<file path="config.mk">
export PLATFORM = sky130hd
export DESIGN_NAME = mem_bank_timing_flat
export DESIGN_NICKNAME = d
export VERILOG_FILES = /design/src/rtl/mem_bank_timing_pkg.sv /design/src/rtl/mem_bank_timing_if.sv /design/src/rtl/mem_bank_timing_fsm.sv /design/src/rtl/mem_bank_timing.sv /design/src/flat_wrapper.sv
export SDC_FILE = /design/constraint.sdc
export NUM_CORES = 1
export LEC_CHECK = 0
export BUFFER_PORTS_ARGS = -buffer_cell sky130_fd_sc_hd__buf_2
export CELL_PAD_IN_SITES_DETAIL_PLACEMENT = 1
export CELL_PAD_IN_SITES_GLOBAL_PLACEMENT = 1
export CORE_AREA = 2 2 186 188
export DETAILED_ROUTE_END_ITERATION = 12
export DIE_AREA = 0 0 188 190
export GPL_ROUTABILITY_DRIVEN = 0
export PLACE_DENSITY_LB_ADDON = 0.1
export SYNTH_ARGS = -nofsm -noshare
export SYNTH_HDL_FRONTEND = slang
export SYNTH_HIERARCHICAL = 1
export SYNTH_SLANG_ARGS = --single-unit
</file>
<file path="constraint.sdc">
create_clock -name clk -period 17.3 [get_ports clk]
set_clock_uncertainty 0.2 [all_clocks]
set_input_delay 1.73 -clock clk [delete_from_list [all_inputs] [get_ports clk]]
set_output_delay 1.73 -clock clk [all_outputs]
set_load 0.01 [all_outputs]
</file>
<file path="src/rtl/mem_bank_timing_pkg.sv">
// Shared types for the multi-bank DRAM timing emulator: per-bank state
// encoding, command encoding and the bank-index width helper.
package mem_timing_pkg;

    typedef enum logic [2:0] {
        IDLE        = 3'd0,
        ACTIVATING  = 3'd1,
        ACTIVE      = 3'd2,
        READING     = 3'd3,
        WRITING     = 3'd4,
        PRECHARGING = 3'd5,
        REFRESHING  = 3'd6,
        ROWCLONE    = 3'd7
    } bank_state_t;

    typedef enum logic [2:0] {
        CMD_NOP  = 3'd0,
        CMD_ACT  = 3'd1,
        CMD_RD   = 3'd2,
        CMD_WR   = 3'd3,
        CMD_PRE  = 3'd4,
        CMD_PREA = 3'd5,
        CMD_REF  = 3'd6,
        CMD_RSVD = 3'd7
    } cmd_t;

    // Bank index width; a single-bank build still carries a 1-bit index.
    function automatic int bank_w(input int n);
        return (n > 1) ? $clog2(n) : 1;
    endfunction

endpackage

</file>
<file path="src/rtl/mem_bank_timing_if.sv">
// Command/status bundle between the command decoder (master) and the
// bank timing emulator (slave).
interface mem_bank_timing_if
    import mem_timing_pkg::*;
#(
    parameter int NUM_BANKS = 8
);
    localparam int BANK_W = bank_w(NUM_BANKS);

    logic                   cmd_valid;
    logic [2:0]             cmd;
    logic [BANK_W-1:0]      cmd_bank;
    logic                   cmd_ap;
    logic                   cmd_accept;
    logic                   cmd_error;
    logic [3*NUM_BANKS-1:0] bank_state;
    logic                   rd_valid;
    logic                   wr_valid;
    logic                   all_idle;

    modport master (
        output cmd_valid, cmd, cmd_bank, cmd_ap,
        input  cmd_accept, cmd_error, bank_state, rd_valid, wr_valid, all_idle
    );

    modport slave (
        input  cmd_valid, cmd, cmd_bank, cmd_ap,
        output cmd_accept, cmd_error, bank_state, rd_valid, wr_valid, all_idle
    );

endinterface

</file>
<file path="src/rtl/mem_bank_timing_fsm.sv">
// One bank's timing FSM: state register, phase counter, tRAS counter,
// per-bank legality flags and data-window flags.
// Optional feature: define ROWCLONE_EN to allow ACT on an ACTIVE bank
// (ACTIVE -> ROWCLONE -> ACTIVE, tRAS reloaded).
module mem_bank_fsm
    import mem_timing_pkg::*;
#(
    parameter int CTR_W = 10,
    parameter int T_RCD = 17,
    parameter int T_CL  = 17,
    parameter int T_RAS = 39,
    parameter int T_WR  = 18,
    parameter int T_RP  = 17,
    parameter int T_RFC = 347,
    parameter int BURST = 4
) (
    input  logic        clk,
    input  logic        rst,
    input  logic        do_act,
    input  logic        do_rd,
    input  logic        do_wr,
    input  logic        do_pre,
    input  logic        do_ref,
    input  logic        ap,
    output bank_state_t state,
    output logic        act_ok,
    output logic        col_ok,
    output logic        pre_ok,
    output logic        bus_busy,
    output logic        rd_win,
    output logic        wr_win,
    output logic        idle
);
    localparam logic [CTR_W-1:0] ZERO  = {CTR_W{1'b0}};
    localparam logic [CTR_W-1:0] ONE   = CTR_W'(1);
    localparam logic [CTR_W-1:0] RCD_L = CTR_W'(T_RCD);
    localparam logic [CTR_W-1:0] RAS_L = CTR_W'(T_RAS);
    localparam logic [CTR_W-1:0] RD_L  = CTR_W'(T_CL + BURST);
    localparam logic [CTR_W-1:0] WR_L  = CTR_W'(BURST + T_WR);
    localparam logic [CTR_W-1:0] RP_L  = CTR_W'(T_RP);
    localparam logic [CTR_W-1:0] RFC_L = CTR_W'(T_RFC);
    localparam logic [CTR_W-1:0] BL_L  = CTR_W'(BURST);
    localparam logic [CTR_W-1:0] TWR_L = CTR_W'(T_WR);

    bank_state_t      state_r;
    logic [CTR_W-1:0] cnt_r;
    logic [CTR_W-1:0] tras_r;
    logic             ap_r;
    logic [CTR_W-1:0] tras_dec_s;
    logic [CTR_W:0]   ap_sum_s;
    logic [CTR_W-1:0] ap_wait_s;
    logic             last_s;

    assign last_s = (cnt_r == ONE);

    // tRAS value for the next cycle, and the auto-precharge wait that
    // folds the still-unexpired tRAS into the precharge time.
    always_comb begin
        if (tras_r == ZERO) begin
            tras_dec_s = ZERO;
        end else begin
            tras_dec_s = tras_r - ONE;
        end
        ap_sum_s = {1'b0, tras_dec_s} + (CTR_W+1)'(T_RP);
        if (ap_sum_s[CTR_W]) begin
            ap_wait_s = {CTR_W{1'b1}};
        end else begin
            ap_wait_s = ap_sum_s[CTR_W-1:0];
        end
    end

    // tRAS counter: loads on every activation, saturates at zero.
    always_ff @(posedge clk or posedge rst) begin
        if (rst) begin
            tras_r <= ZERO;
        end else if (do_act) begin
            tras_r <= RAS_L;
        end else begin
            tras_r <= tras_dec_s;
        end
    end

    // Bank state machine: commands enter timed states, counter expiry leaves them.
    always_ff @(posedge clk or posedge rst) begin
        if (rst) begin
            state_r <= IDLE;
            cnt_r   <= ZERO;
            ap_r    <= 1'b0;
        end else begin
            case (state_r)
                IDLE: begin
                    if (do_ref) begin
                        state_r <= REFRESHING;
                        cnt_r   <= RFC_L;
                    end else if (do_act) begin
                        state_r <= ACTIVATING;
                        cnt_r   <= RCD_L;
                    end else begin
                        state_r <= IDLE;
                        cnt_r   <= ZERO;
                    end
                end
                ACTIVE: begin
                    if (do_rd) begin
                        state_r <= READING;
                        cnt_r   <= RD_L;
                        ap_r    <= ap;
                    end else if (do_wr) begin
                        state_r <= WRITING;
                        cnt_r   <= WR_L;
                        ap_r    <= ap;
                    end else if (do_pre) begin
                        state_r <= PRECHARGING;
                        cnt_r   <= RP_L;
`ifdef ROWCLONE_EN
                    end else if (do_act) begin
                        state_r <= ROWCLONE;
                        cnt_r   <= RCD_L;
`endif
                    end else begin
                        state_r <= ACTIVE;
                        cnt_r   <= ZERO;
                    end
                end
                ACTIVATING, ROWCLONE: begin
                    if (last_s) begin
                        state_r <= ACTIVE;
                        cnt_r   <= ZERO;
                    end else begin
                        cnt_r   <= cnt_r - ONE;
                    end
                end
                READING, WRITING: begin
                    if (last_s && ap_r) begin
                        state_r <= PRECHARGING;
                        cnt_r   <= ap_wait_s;
                    end else if (last_s) begin
                        state_r <= ACTIVE;
                        cnt_r   <= ZERO;
                    end else begin
                        cnt_r   <= cnt_r - ONE;
                    end
                end
                PRECHARGING, REFRESHING: begin
                    if (last_s) begin
                        state_r <= IDLE;
                        cnt_r   <= ZERO;
                    end else begin
                        cnt_r   <= cnt_r - ONE;
                    end
                end
                default: begin
                    state_r <= IDLE;
                    cnt_r   <= ZERO;
                end
            endcase
        end
    end

    assign state    = state_r;
`ifdef ROWCLONE_EN
    assign act_ok   = (state_r == IDLE) || (state_r == ACTIVE);
`else
    assign act_ok   = (state_r == IDLE);
`endif
    assign col_ok   = (state_r == ACTIVE);
    assign pre_ok   = (state_r == ACTIVE) && (tras_r == ZERO);
    assign bus_busy = (state_r == READING) || (state_r == WRITING);
    // Read data occupies the last BURST cycles of READING, write data the first BURST of WRITING.
    assign rd_win   = (state_r == READING) && (cnt_r <= BL_L);
    assign wr_win   = (state_r == WRITING) && (cnt_r > TWR_L);
    assign idle     = (state_r == IDLE);

endmodule

</file>
<file path="src/rtl/mem_bank_timing.sv">
// Multi-bank DRAM timing emulator top: command decode, cross-bank legality
// (data-bus conflict, all-idle for REF, PREA), error pulse and window OR.
// Optional feature: define ROWCLONE_EN to enable ACTIVE + ACT -> ROWCLONE.
module mem_bank_timing
    import mem_timing_pkg::*;
#(
    parameter int NUM_BANKS = 8,
    parameter int CTR_W     = 10,
    parameter int T_RCD     = 17,
    parameter int T_CL      = 17,
    parameter int T_RAS     = 39,
    parameter int T_WR      = 18,
    parameter int T_RP      = 17,
    parameter int T_RFC     = 347,
    parameter int BURST     = 4
) (
    input  logic              clk,
    input  logic              rst,
    mem_bank_timing_if.slave  bus
);
    localparam int BANK_W = bank_w(NUM_BANKS);
    localparam logic [NUM_BANKS-1:0] NONE = {NUM_BANKS{1'b0}};
    localparam logic [NUM_BANKS-1:0] ALL  = {NUM_BANKS{1'b1}};

    cmd_t                 cmd_s;
    logic [NUM_BANKS-1:0] bank_sel_s;
    logic [NUM_BANKS-1:0] act_ok_v, col_ok_v, pre_ok_v, busy_v, rd_win_v, wr_win_v, idle_v;
    logic [NUM_BANKS-1:0] do_act_v, do_rd_v, do_wr_v, do_pre_v, do_ref_v;
    logic                 legal_s;
    logic                 accept_s;
    logic                 cmd_error_r;

    assign cmd_s = cmd_t'(bus.cmd);

    // One-hot target bank; an out-of-range index selects nothing and is rejected.
    always_comb begin
        bank_sel_s = NONE;
        for (int i = 0; i < NUM_BANKS; i++) begin
            if (bus.cmd_bank == BANK_W'(i)) begin
                bank_sel_s[i] = 1'b1;
            end else begin
                bank_sel_s[i] = 1'b0;
            end
        end
    end

    // Global legality check for the presented command.
    always_comb begin
        case (cmd_s)
            CMD_NOP:         legal_s = 1'b1;
            CMD_ACT:         legal_s = |(bank_sel_s & act_ok_v);
            CMD_RD, CMD_WR:  legal_s = (|(bank_sel_s & col_ok_v)) && !(|busy_v);
            CMD_PRE:         legal_s = |(bank_sel_s & pre_ok_v);
            CMD_PREA:        legal_s = &(idle_v | pre_ok_v);
            CMD_REF:         legal_s = &idle_v;
            default:         legal_s = 1'b0;
        endcase
        accept_s = bus.cmd_valid && legal_s;
    end

    // Fan the accepted command out to the banks it affects.
    always_comb begin
        do_act_v = NONE;
        do_rd_v  = NONE;
        do_wr_v  = NONE;
        do_pre_v = NONE;
        do_ref_v = NONE;
        if (accept_s) begin
            case (cmd_s)
                CMD_ACT:  do_act_v = bank_sel_s;
                CMD_RD:   do_rd_v  = bank_sel_s;
                CMD_WR:   do_wr_v  = bank_sel_s;
                CMD_PRE:  do_pre_v = bank_sel_s;
                CMD_PREA: do_pre_v = pre_ok_v;
                CMD_REF:  do_ref_v = ALL;
                default:  do_act_v = NONE;
            endcase
        end else begin
            do_act_v = NONE;
        end
    end

    // Error pulse for a valid command rejected in the previous cycle.
    always_ff @(posedge clk or posedge rst) begin
        if (rst) begin
            cmd_error_r <= 1'b0;
        end else begin
            cmd_error_r <= bus.cmd_valid && !legal_s;
        end
    end

    for (genvar g = 0; g < NUM_BANKS; g++) begin : g_bank
        bank_state_t st_s;

        mem_bank_fsm #(
            .CTR_W (CTR_W), .T_RCD (T_RCD), .T_CL (T_CL), .T_RAS (T_RAS),
            .T_WR  (T_WR),  .T_RP  (T_RP),  .T_RFC (T_RFC), .BURST (BURST)
        ) u_fsm (
            .clk      (clk),
            .rst      (rst),
            .do_act   (do_act_v[g]),
            .do_rd    (do_rd_v[g]),
            .do_wr    (do_wr_v[g]),
            .do_pre   (do_pre_v[g]),
            .do_ref   (do_ref_v[g]),
            .ap       (bus.cmd_ap),
            .state    (st_s),
            .act_ok   (act_ok_v[g]),
            .col_ok   (col_ok_v[g]),
            .pre_ok   (pre_ok_v[g]),
            .bus_busy (busy_v[g]),
            .rd_win   (rd_win_v[g]),
            .wr_win   (wr_win_v[g]),
            .idle     (idle_v[g])
        );

        assign bus.bank_state[3*g +: 3] = st_s;
    end

    assign bus.cmd_accept = accept_s;
    assign bus.cmd_error  = cmd_error_r;
    assign bus.rd_valid   = |rd_win_v;
    assign bus.wr_valid   = |wr_win_v;
    assign bus.all_idle   = &idle_v;

endmodule

</file>
<file path="src/flat_wrapper.sv">
// flat-port wrapper written by rule: the top's interface ports become plain ports
module mem_bank_timing_flat import mem_timing_pkg::*;
#(
    parameter int NUM_BANKS = 8,
    parameter int CTR_W     = 10,
    parameter int T_RCD     = 17,
    parameter int T_CL      = 17,
    parameter int T_RAS     = 39,
    parameter int T_WR      = 18,
    parameter int T_RP      = 17,
    parameter int T_RFC     = 347,
    parameter int BURST     = 4
)
  (clk, rst, bus_cmd_valid, bus_cmd, bus_cmd_bank, bus_cmd_ap, bus_cmd_accept, bus_cmd_error, bus_bank_state, bus_rd_valid, bus_wr_valid, bus_all_idle);
  mem_bank_timing_if #(.NUM_BANKS(NUM_BANKS)) bus_i ();
  input  logic clk;
  input  logic rst;
  input wire logic [$bits(bus_i.cmd_valid)-1:0] bus_cmd_valid;
  input wire logic [$bits(bus_i.cmd)-1:0] bus_cmd;
  input wire logic [$bits(bus_i.cmd_bank)-1:0] bus_cmd_bank;
  input wire logic [$bits(bus_i.cmd_ap)-1:0] bus_cmd_ap;
  output wire logic [$bits(bus_i.cmd_accept)-1:0] bus_cmd_accept;
  output wire logic [$bits(bus_i.cmd_error)-1:0] bus_cmd_error;
  output wire logic [$bits(bus_i.bank_state)-1:0] bus_bank_state;
  output wire logic [$bits(bus_i.rd_valid)-1:0] bus_rd_valid;
  output wire logic [$bits(bus_i.wr_valid)-1:0] bus_wr_valid;
  output wire logic [$bits(bus_i.all_idle)-1:0] bus_all_idle;
  assign bus_i.cmd_valid = bus_cmd_valid;
  assign bus_i.cmd = bus_cmd;
  assign bus_i.cmd_bank = bus_cmd_bank;
  assign bus_i.cmd_ap = bus_cmd_ap;
  assign bus_cmd_accept = bus_i.cmd_accept;
  assign bus_cmd_error = bus_i.cmd_error;
  assign bus_bank_state = bus_i.bank_state;
  assign bus_rd_valid = bus_i.rd_valid;
  assign bus_wr_valid = bus_i.wr_valid;
  assign bus_all_idle = bus_i.all_idle;
  mem_bank_timing #(.NUM_BANKS(NUM_BANKS), .CTR_W(CTR_W), .T_RCD(T_RCD), .T_CL(T_CL), .T_RAS(T_RAS), .T_WR(T_WR), .T_RP(T_RP), .T_RFC(T_RFC), .BURST(BURST)) u_core (.clk(clk), .rst(rst), .bus(bus_i));
endmodule
</file>
* Yosys cells after proc, flatten, opt, wreduce, memory -nomap -nowiden
Cells that the tools add are included.
Storage, ports and cells: output and inout port bits 29, register bits 193
Operators by class: eq/ne operators 85, reductions and logical operators 120, bitwise logic cells 4, add/sub/neg operators 24, mux-type cells 195, $lt $le $gt $ge 16
Operators with widths (count):
- $mux 10 | 40
- $pmux 10 s4 | 8
- $mux 3 | 56
- $mux 5 | 32
- $sub 10x1->10 const B | 16
- $pmux 3 s5 | 8
- $eq 3x3->1 const B | 39
- $add 10x5->11 const B | 8
- $eq 10x1->1 const B | 8
- $gt 10x5->1 const B | 8
- $le 10x3->1 const B | 8
- $logic_not 10->1 | 8
- $mux 8 | 9
- $mux 9 | 8
- $eq 3x2->1 const B | 20
- $reduce_or 2->1 | 25
- $reduce_or 8->1 | 6
- $logic_and 1x1->1 | 35
- $mux 1 | 32
- $reduce_or 4->1 | 8
- $eq 3x1->1 const B | 10
- $logic_not 3->1 | 10
- $and 8x8->8 | 3
- $ne 2x2->1 const B | 8
- other kinds (8) | 31

* Depth between registers and ports, before layout
depth after elaboration 12, gate-level depth with buffers 17

* Modules after synthesis
The synthesis kept the hierarchy.
Modules (own cells, without submodules):
- mem_bank_fsm (u_core.g_bank[0].u_fsm ...) | seq. area each 600.6 µm², cells each 258, times used 7, area each 2103.3 µm²
- mem_bank_fsm (u_core.g_bank[7].u_fsm) | seq. area each 600.6 µm², cells each 262, times used 1, area each 2069.5 µm²
- mem_bank_timing | seq. area each 25.0 µm², cells each 148, times used 1, area each 908.4 µm²

* Least setup slack after synthesis
Ideal clock, no wire load.
path kind input -> register, from input bus_cmd[1], to register u_core.g_bank[0].u_fsm.state_r[1], arrival time 7.648 ns, setup slack 9.369 ns, path buffers 1, cell stages on the path 8, required time 17.017 ns, cells stage by stage clkbuf_1 nand2b_1 nor3_1 a21oi_1 a2111oi_0 mux4_2 inv_1 o21ai_0
RTL lines:
- start, declared | RTL line flat_wrapper.sv:19 | input wire logic [$bits(bus_i.cmd)-1:0] bus_cmd;
- $eq 3x2->1 | RTL line mem_bank_timing.sv:49 | case (cmd_s)
- $reduce_or 2->1 | RTL line mem_bank_timing.sv:49
- $pmux 1 s6 | RTL line mem_bank_timing.sv:49
- $logic_and 1x1->1 | RTL line mem_bank_timing.sv:58 | accept_s = bus.cmd_valid && legal_s;
- $mux 8 (*) | RTL line mem_bank_timing.sv:68 | if (accept_s) begin
- via u_core.do_ref_v[0] | RTL line mem_bank_timing.sv:28 | logic [NUM_BANKS-1:0] do_act_v, do_rd_v, do_wr_v, do_pre_v, do_ref_v;
- $mux 3 (*) | RTL line mem_bank_timing_fsm.sv:92 | if (do_ref) begin
- $pmux 3 s5 (*) | RTL line mem_bank_timing_fsm.sv:90 | case (state_r)
- end signal, assigned | RTL line mem_bank_timing_fsm.sv:93 | state_r <= REFRESHING;
- end signal, assigned | RTL line mem_bank_timing_fsm.sv:96 | state_r <= ACTIVATING;
- end signal, assigned | RTL line mem_bank_timing_fsm.sv:99 | state_r <= IDLE;
- end, declared | RTL line mem_bank_timing_fsm.sv:45 | bank_state_t state_r;
The timed path passes the listed nets; every way through them passes the cells marked *. A chain may end at the register's enable or synchronous reset.

* Final worst setup path
from register u_core.g_bank[7].u_fsm.tras_r[0], to output bus_cmd_accept
On the way: word-level cells in the longest chain between the ends 6
Ends and longest elaborated chain:
- start, declared | RTL line mem_bank_timing_fsm.sv:47 | logic [CTR_W-1:0] tras_r;
- start signal, assigned | RTL line mem_bank_timing_fsm.sv:79 | tras_r <= tras_dec_s;
- $logic_not 10->1 (*) | RTL line mem_bank_timing_fsm.sv:167 | assign pre_ok = (state_r == ACTIVE) && (tras_r == ZERO);
- $logic_and 1x1->1 (*) | RTL line mem_bank_timing_fsm.sv:167
- via u_core.pre_ok_v[7] | RTL line mem_bank_timing.sv:27 | logic [NUM_BANKS-1:0] act_ok_v, col_ok_v, pre_ok_v, busy_v, rd_win_v, wr_win_v, idle_v;
- $or 8x8->8 or $and 8x8->8 (tied branches) | RTL line mem_bank_timing.sv:54, mem_bank_timing.sv:53
- $reduce_and 8->1 or $reduce_or 8->1 (tied branches) | RTL line mem_bank_timing.sv:54, mem_bank_timing.sv:53
- $pmux 1 s6 (*) | RTL line mem_bank_timing.sv:49
- $logic_and 1x1->1 (*) | RTL line mem_bank_timing.sv:58
- end, declared | RTL line flat_wrapper.sv:22 | output wire logic [$bits(bus_i.cmd_accept)-1:0] bus_cmd_accept;
Marked as above.

==> run metrics <==
Pwr Total=1470 uW; Final TNS setup=0 ps; Initial DRC Count=1,199; Slew headroom=28.1%; pwr dens=80.1 nW/um^2; commonest cells after routing, fill and taps aside=nor2_1, dfrtp_1, nand2_1; Crit path largest cell delay=530 ps; vias in the first global route=17.1k; Overall Global Routing Usage=31.1%; crit-path most repeated cell=nand2_1; port buffer count=38; post-layout util=roughly 54%; register area share after synthesis=between 20% and 30%; Yosys Warn Count=6; layout cell share with drive strength beyond 1=10.3%; CP delay by family, top=simple AND/OR/NAND/NOR gates; Slew @ Worst Pin=between 1000 and 1500 ps; Final HPWL DP=a little over 40,000 microns; pre-CTS WS=approximately 12,000 ps; Yosys cell types=81; Net Count, Synth=2,273; IO Pins=39; pin count of the biggest net entering global routing=27; vias post-DR=16.8k; Area after DPL=17,800 sq um; Syn Inst Count=2,216; max_cap viols=0; Die ar.=35,700 sq um; Mean Syn Cell Area=7.99 sq um; R2R Setup Slk=12,520 ps; first-pass detailed-route iteration total=7; met2 WL=26,900 microns; final worst slack=between 10,000 and 15,000 ps; Max FO, Critical Path=11; CTS tree=built; met1 WL=25,200 microns; Worst Hold Depth=1; vias per inst=6.44; first-pass GRT wire length=~91,000 microns; setup bufs post-CTS=0; post-CTS sizing=0; final instance area=18,400 sq um; arrival time worst endpoint=about 3600 ps; Avg WL per Cell=around 21 microns; CTS buffer count=17; count of pins over their slew limit=0; unrepaired setup endpoints after global routing=false; GRT overflow=0; Worst-Skew Late Latency=about 460 ps; Seq cells post-synth=193; initial antenna violation count=4; Initial Util=52.1%; HP Class=reg -> reg; Critical Path RT=15,370 ps; # DRC=0; CP max stage cell=dfrtp_1; die width=188 microns; reg2reg start=u_core/g_bank[7].u_fsm/tras_r[0]; CP startpoint kind=register; hold_buf cts=0; critical path class=reg -> out; WP buf/inv=2; WL met3=2200 microns; Nets=roughly 2.2k; Period minus WS final=5500 ps; Cell Rows=68; top sig layer=met5; die height=190 microns; ys async rst share=100%; Lkg Pwr=0.00694 uW; Clock Root Buffer=clkbuf_16; Core ar.=33,900 sq um; endpoint type of the worst setup path=output port; hold path start=u_core/g_bank[5].u_fsm/cnt_r[0]; maximum vdd drop=0.0785 mV; Routed Antenna Nets=0; status=complete, no violations; Mapped Area=17,700 sq um; WHS Endpoint=u_core/g_bank[5].u_fsm/cnt_r[0]; endpoints failing hold=0; reg2reg end=u_core/g_bank[7].u_fsm/state[0]; Area Overhead vs Synth=3.85%; Reg2Reg Depth=16; Max Clock Freq=182 MHz; number of flops mapped to enable cells by yosys=0; critical path, cell by cell=inv_1 -> ha_1 -> nor4b_4 -> nand2_1 -> nor2_1 -> o22ai_1 -> nor3_1 -> a21oi_1 -> nand2_1 -> a21o_1 -> buf_2; htree depth=4; commonest non-fill, non-tap cell in the layout=nor2_1; Clk pin slew, worst setup/hold paths=70 ps; Sink Count=roughly 190; top_reg_cell synth=dfrtp_1; Tcrit/Tclk final=31.8%; # setup viols final=0; DRT Wirelength=55,500 microns; Max Buffers Root-to-Sink=2
[stage by stage]
step | instances | hold slack, ps
after CTS | 2615 | 383
after detailed placement | 2583 | 370
after floorplan | 2216 | 332
final | 2616 | 381
after global routing | 2615 | 408
after global placement | 2583 | 360
[cell usage after synthesis (all sizes together) (43+ instances only)]
master,count,area share (%)
nor4,44,2.1
dfrtp,193,27
xnor2,88,4.4
o21ai,159,4.6
buf,55,2.3
nor3,124,3.7
nor2,273,5.8
or2,51,1.8
nand2b,43,1.8
inv,108,2.3
ha,47,3.3
clkbuf,74,1.6
xor2,60,3.0
nand2,153,3.2
a21oi,108,3.1
nand3,46,1.3
[cells by family after synthesis]
family          synth area share (%)
buf+inv                         6.11
compound gates                  22.7
simple gates                    29.9
flops                           27.3
mux                             3.36
fa+ha+maj                       3.32
xor+xnor                        7.32
[flip-flops by register name, summed over array words and instances (netlist names)]
name	count
u_core/g_bank.u_fsm/state	24
u_core/g_bank.u_fsm/tras_r	80
u_core/bus.cmd_error	1
u_core/g_bank.u_fsm/cnt_r	80
u_core/g_bank.u_fsm/ap_r	8
[final cells by class]
| class | instances | area [sq um] |
|---|---|---|
| diodes | 1 | 2.50 |
| repair buffers | 41 | 213 |
| clock buffers | 22 | 484 |
| clock inverters | 10 | 83.8 |
| multi-input cells | 1786 | 11800 |
| fillers | 4191 | 15600 |
| well taps | 455 | 569 |
| flip-flops and latches | 193 | 4830 |
| inverters | 108 | 405 |
[metal layers]
layer	global-route usage (%)	vias to the layer above
met5	0	-
met4	8.18	6
met3	4.43	73
met2	52.9	349
met1	41.5	8497
li1	-	7916
[where the power goes]
group	switching [uW]	internal [uW]	total [uW]
clock	187	213	399
sequential	140	502	642
combinational	245	186	431
total	571	901	1470
[worst max-delay path by stage]
stage          depth (start not counted)                               to  slack [ps]                        startpoint
5_1_grt                               11                   bus_cmd_accept       11550  u_core/g_bank[7].u_fsm/tras_r[0]
3_3_place_gp                           6                   bus_cmd_accept       12000                   bus_cmd_bank[0]
4_1_cts                               11                   bus_cmd_accept       11800  u_core/g_bank[7].u_fsm/tras_r[0]
3_5_place_dp                           7                   bus_cmd_accept       11930                   bus_cmd_bank[1]
2_1_floorplan                          8  u_core/g_bank[0].u_fsm/state[1]        9370                        bus_cmd[1]
6_report                              11                   bus_cmd_accept       11800  u_core/g_bank[7].u_fsm/tras_r[0]
No activity file was read; power rests on OpenSTA's default activity.
